File: src/rtl/prog_n_tap_fir.sv
// prog_n_tap_fir: serially loaded N-tap FIR with per-frame zero-padded flush
module prog_n_tap_fir #(
  parameter int LENGTH = 20,
  parameter int DATA_WIDTH = 8,
  parameter int COEFF_WIDTH = 8,
  localparam int OUT_WIDTH = DATA_WIDTH + COEFF_WIDTH + $clog2(LENGTH)
) (
  input  logic                          clock,
  input  logic                          reset,
  input  logic                          coeffLoadFlag,
  input  logic                          coeffValid,
  input  logic signed [COEFF_WIDTH-1:0] coeffIn,
  input  logic                          dataValid,
  input  logic signed [DATA_WIDTH-1:0]  dataIn,
  input  logic                          stopDataLoadFlag,
  output logic                          idleFlag,
  output logic                          coeffSetFlag,
  output logic signed [OUT_WIDTH-1:0]   dataOut,
  output logic                          dataOutValid
);
  localparam int PW = DATA_WIDTH + COEFF_WIDTH;
  localparam int CW = $clog2(LENGTH);
  localparam logic [CW-1:0] LAST = CW'(LENGTH - 1);
  typedef enum logic [2:0] {IDLE, LOAD, RUN, FLUSH, DRAIN} stateType;
  stateType state;
  logic [CW-1:0] count;
  logic signed [COEFF_WIDTH-1:0] coeff [LENGTH];
  logic signed [DATA_WIDTH-1:0] x [LENGTH];
  logic signed [PW-1:0] prod [LENGTH];
  logic signed [OUT_WIDTH-1:0] acc;
  logic signed [DATA_WIDTH-1:0] shiftIn;
  logic shiftEn, shiftValid, prodValid;
  assign idleFlag = state == IDLE;
  assign shiftIn = state == FLUSH ? '0 : dataIn;
  assign shiftEn = (state == IDLE && !coeffLoadFlag && dataValid && coeffSetFlag) ||
                   (state == RUN && dataValid) || state == FLUSH;
  always_comb begin
    acc = '0;
    for (int k = 0; k < LENGTH; k++) acc = acc + OUT_WIDTH'(prod[k]);
  end
  always_ff @(posedge clock) begin
    if (reset) begin
      state <= IDLE;
      count <= '0;
      coeffSetFlag <= 1'b0;
      shiftValid <= 1'b0;
      prodValid <= 1'b0;
      dataOutValid <= 1'b0;
      dataOut <= '0;
      for (int k = 0; k < LENGTH; k++) begin
        coeff[k] <= '0;
        x[k] <= '0;
        prod[k] <= '0;
      end
    end else begin
      shiftValid <= shiftEn;
      prodValid <= shiftValid;
      dataOutValid <= prodValid;
      if (prodValid) dataOut <= acc;
      for (int k = 0; k < LENGTH; k++) prod[k] <= PW'(coeff[k]) * PW'(x[k]);
      if (shiftEn) begin
        x[0] <= shiftIn;
        for (int k = 1; k < LENGTH; k++) x[k] <= state == IDLE ? '0 : x[k-1];
      end
      case (state)
        IDLE:
          if (coeffLoadFlag) begin
            state <= LOAD;
            count <= '0;
            coeffSetFlag <= 1'b0;
          end else if (dataValid && coeffSetFlag) state <= RUN;
        LOAD:
          if (coeffValid) begin
            coeff[count] <= coeffIn;
            count <= count + 1'b1;
            if (count == LAST) begin
              state <= IDLE;
              coeffSetFlag <= 1'b1;
            end
          end
        RUN:
          if (stopDataLoadFlag) begin
            state <= FLUSH;
            count <= '0;
          end
        FLUSH: begin
          count <= count + 1'b1;
          if (count == LAST - 1'b1) begin
            state <= DRAIN;
            count <= '0;
          end
        end
        DRAIN: begin
          count <= count + 1'b1;
          if (count != '0) state <= IDLE;
        end
        default: state <= IDLE;
      endcase
    end
  end
endmodule

File: config.mk
export PLATFORM = sky130hd
export DESIGN_NAME = prog_n_tap_fir
export DESIGN_NICKNAME = d
export VERILOG_FILES = /design/src/rtl/prog_n_tap_fir.sv
export SDC_FILE = /design/constraint.sdc
export NUM_CORES = 2
export LEC_CHECK = 0
export BUFFER_PORTS_ARGS = -buffer_cell sky130_fd_sc_hd__buf_2
export CORE_MARGIN = 5
export CORE_UTILIZATION = 50
export DETAILED_ROUTE_END_ITERATION = 10
export PLACE_DENSITY = 0.69
export RECOVER_POWER = 100
export SYNTH_ARGS = -nofsm -noshare
export SYNTH_HDL_FRONTEND = slang
export SYNTH_SLANG_ARGS = --single-unit
File: constraint.sdc
create_clock -name clock -period 12 [get_ports clock]
set_clock_uncertainty 0.2 [all_clocks]
set_input_delay 2.4 -clock clock [delete_from_list [all_inputs] [get_ports clock]]
set_output_delay 2.4 -clock clock [all_outputs]
set_load 0.02 [all_outputs]
Word-level counts from Yosys, hierarchy flattened
Memories as Yosys holds them, arrays and structs flattened.
Cells that the tools add are included.
W data, S select, Z words.
{"block": "op_classes", "n_addsub": 20, "multipliers": 20, "n_div": 0, "n_lt_le_gt_ge": 0, "eq_ne": 13, "n_shift": 0, "muxes": 90, "n_bitwise": 40, "reduce_logical": 16}
{"operator": "$mux W8", "count": 41}
{"operator": "$mul A8 B8 Y16", "count": 20}
{"operator": "$mux W16", "count": 20}
{"operator": "$add A21 B16 Y21", "count": 14}
{"operator": "$or A1 B1 Y1", "count": 40}
{"operator": "$mux W5", "count": 5}
{"operator": "$pmux W5 S5", "count": 1}
{"operator": "$add A20 B16 Y21", "count": 1}
{"operator": "$mux W3", "count": 7}
{"operator": "$add A19 B16 Y20", "count": 1}
{"operator": "$add A18 B16 Y19", "count": 1}
{"operator": "$add A17 B16 Y18", "count": 1}
{"operator": "$add A16 B16 Y17", "count": 1}
{"operator": "$pmux W3 S5", "count": 1}
{"operator": "$mux W1", "count": 14}
{"operator": "$eq A5 B5 Y1 const B", "count": 2}
{"operator": "$ne A2 B2 Y1 const B", "count": 5}
{"operator": "$reduce_bool A5 Y1", "count": 2}
{"operator": "$reduce_and A4 Y1", "count": 2}
{"operator": "$reduce_or A8 Y1", "count": 1}
{"operator": "$eq A3 B2 Y1 const B", "count": 2}
{"operator": "$reduce_and A6 Y1", "count": 1}
{"operator": "$add A5 B1 Y5 const B", "count": 1}
{"operator": "$logic_and A1 B1 Y1", "count": 5}
{"operator": "9 further kinds", "count": 10}
{"block": "totals", "regBits": 33, "latch_bits": 0, "ramBits": 640, "romBits": 0, "input_bits": 22, "word_cells": 209, "n_memories": 3}
{"memory": "prod", "words": 20, "word_bits": 16, "rd": 20, "rd_clocked_by_memory_dff": 0, "wr": 20, "line_no": "29", "source": "logic signed [PW-1:0] prod [LENGTH];"}
{"memory": "coeff", "words": 20, "word_bits": 8, "rd": 20, "rd_clocked_by_memory_dff": 0, "wr": 20, "line_no": "27", "source": "logic signed [COEFF_WIDTH-1:0] coeff [LENGTH];"}
{"memory": "x", "words": 20, "word_bits": 8, "rd": 20, "rd_clocked_by_memory_dff": 0, "wr": 20, "line_no": "28", "source": "logic signed [DATA_WIDTH-1:0] x [LENGTH];"}

Longest topological paths before layout
{"block": "depth", "depth_word": 19, "ltp_mapped": 21, "mapped_depth_nobuf": 20}

Worst setup path before layout
Ideal clock, no wire load.
{"block": "synth_path", "kind": "input port to flip-flop", "from": "input port coeffLoadFlag", "to": "memory x[0][0], enable pin", "setup_time_ns": 1.322, "arrival_time_ns": 5.956, "required_ns": 10.478, "slack_ns": 4.522, "path_stages": 6, "path_cell_list": "inv_1 a31oi_1 or3_1 clkbuf_1 clkbuf_1 nand2_1"}
{"element": "start: declaration", "line_no": "10", "source": "input logic coeffLoadFlag,"}
{"element": "end: declaration", "line_no": "28"}

==> metrics.md <==
| Metric | Value |
|---|---|
| Worst Path Arrival | `9.10 ns` |
| Initial antenna violation count | `17` |
| Register area share after synthesis | `0.213` |
| Setup TNS | `0 ns` |
| Global-route wire length before repair | `318 mm` |
| Global Route Usage Sum | `0.250` |
| Finish-stage setup viols | `0` |
| Post-Synth XOR/XNOR Area | `0.0347` |
| Mapped Cells | `7,801` |
| Number of port buffers | `45` |
| Synth Area in Simple Gates | `0.162` |
| Die Height | `406 um` |
| Mapped cell area | `78,500 um2` |
| Clock Latency Late Sink | `0.69 ns` |
| Clock buffer depth | `3` |
| Synth Area in Adders | `0.455` |
| CTS tree | `built` |
| Fmax | `114 MHz` |
| Root buf cell | `clkbuf_16` |
| Layout cells sized above 1 | `0.0246` |
| Nets | `9,852` |
| Post-synth EDFFs | `320` |
| Synthesis-to-finish area growth | `6.67%` |
| Core area | `156,000 um2` |
| DRT iter0 DRCs | `3,525` |
| Post-synthesis mux area share | `0.00118` |
| Die width | `406 um` |
| Max stage delay on crit path | `2.45 ns` |
| Critical-path cell list | `clkbuf_1 -> inv_1 -> clkbuf_1 -> nand2_1 -> inv_1 -> nand4_1 -> o311a_1 -> nand3_1` |
| Yosys reg bits | `673` |
| Post-route minimum period | `8.74 ns` |
| Max-slew violations | `303` |
| Yosys warns | `0` |
| Die area | `165,000 um2` |
| FP Rows | `145` |
| Synth top cells by count | `inv_1, fa_1, and2_1, ha_1, nand2_1` |
| TritonCTS Buffers | `80` |
| CTS Hold Bufs | `0` |
| Distinct cells, synth | `65` |
| Most numerous cell in the Yosys netlist | `inv_1` |
| Worst Max-Slew Pin Slew | `3.59 ns` |
| Ys async rst share | `0` |
| Ports | `46` |
| Yosys top cell by area | `fa_1` |
| Failing checks | `max-capacitance violations, max-slew violations` |
| MaxCap Viol Count | `7` |
| Post-CTS setup buffer count | `0` |
| Met2 Use GR | `0.406` |
| Final Hold Viols | `0` |
| Slowest cell on crit path | `clkbuf_1` |
| Worst setup EP type | `flop` |
| Slew headroom | `-1.39` |
| Number of global-route vias before repair | `55.8k` |
| RSZ-0062 raised after global routing | `no` |
| Routed length per instance | `20.0 um` |
| Starting Density | `0.502` |
| Drt total wl | `199 mm` |
| Total grt overflow | `0` |
| Via Count | `52.3k` |
| Grt met3 use | `0.0463` |
| Placed wire-length estimate | `160 mm` |
| HP Class | `flop to flop` |
| Htree depth | `3` |
| Drt via density | `5.25` |
| Area contributors post-synth | `fa_1, edfxtp_1, ha_1` |
| Crit path max fanout | `55` |
| Detailed-route DRC error count | `0` |
| CTS resizes | `0` |
| GR peak layer | `met2` |
| Clk slew on worst S/H paths | `0.06 ns` |
| Status | `finished, violations left` |
| Critical Path Source Type | `input pin` |
| 1st-pass router iterations | `6` |
| Clock sink total | `673` |
| Compound-Gate Fraction of Synth Area | `0.0422` |
| Global placer's final weighted congestion | `0.918` |
| Tcrit/Tclk final | `0.729` |
| CP Class | `input pin to flop` |
| Fillers | `13.6k` |
| Syn avg cell area | `10.1 um2` |
| Largest net degree at the start of global routing | `166` |
| Critical Path RT | `12.35 ns` |
| Post-route antenna net violation count | `0` |
| Largest family of logic cells by synthesized area | `adder cells` |
| GR Layer Usage met1 | `0.344` |
| Reg-to-reg setup timing slack | `5.65 ns` |
| Most common flop cell mapped by yosys | `dfxtp_1` |
| Synth top area share | `0.357` |
| Post-Syn Nets | `9,838` |
per-stage QoR:
step                utilization  hold WS (ns)  std cells  setup WS [ns]  area [um2]
CTS                       0.537         0.244       9940           5.67       83800
floorplan                     -         0.214       7801           4.52       78500
global route              0.536         0.265       9942           3.14       83700
finish                    0.536         0.244       9946           3.26       83700
detailed placement        0.518         0.231       9791           5.70       80900
global placement          0.518         0.216       9791           5.73       80900
worst max-delay path, delay by kind of cell:
family,cells,cell delay (ns)
buffers and inverters,4,5.62
AND/OR/NAND/NOR,3,0.80
AO/OA/AOI/OAI,1,0.16
logic make-up after synthesis:
family	count (synthesis)
simple gates	2362
flops	673
buf+inv	1925
compound gates	508
xor+xnor	309
fa+ha+maj	2015
mux	9
final timing paths:
path               startpoint           to  cells after the start
setup / recovery        reset  dataOut[10]                      8
hold / removal     shiftValid    prodValid                      1
setup reg to reg  prod[1][55]  dataOut[19]                     20
hold reg to reg    shiftValid    prodValid                      1
state kept, by name, summed over array words and instances (netlist names):
name and flops:
x 160, prodValid 1, shiftValid 1, count 5, coeffSetFlag 1, dataOutValid 1, dataOut 21, prod 320
state 3, coeff 160
layout by cell type, fill, tap and decap left out, types with 37 or more instances in the layout:
cell type,count
fa_1,1400
xnor2_1,192
a21oi_1,99
edfxtp_1,320
nor2b_1,128
clkbuf_1,37
xor2_1,116
nand2_1,449
clkbuf_16,90
dfxtp_1,353
o21ai_0,147
nand2b_1,146
and2_0,180
a21o_1,47
nor2_1,354
and3_1,52
inv_1,1795
and2_1,877
ha_1,615
nor3_1,87
a211oi_1,46
layer usage:
metal,vias to the layer above,routed length [um]
met5,-,26
met4,4,7130
met3,301,15800
met2,1679,92400
met1,26633,83900
li1,23648,-
final cells by class:
class                           instances  area, um2  share of cell area
Multi-Input combinational cell       5203      54500               0.651
Sequential cell                       673      16700               0.199
Tap cell                             2058       2570              0.0308
Antenna cell                            6       15.0            0.000179
Inverter                             1795       6740              0.0805
Clock inverter                         35        358             0.00428
Timing Repair Buffer                   62        325             0.00389
Clock buffer                          114       2500              0.0299
Power is left out: the tool's default activity adds up to more than one toggle a clock period on the data nets, which glitch-free logic cannot reach.
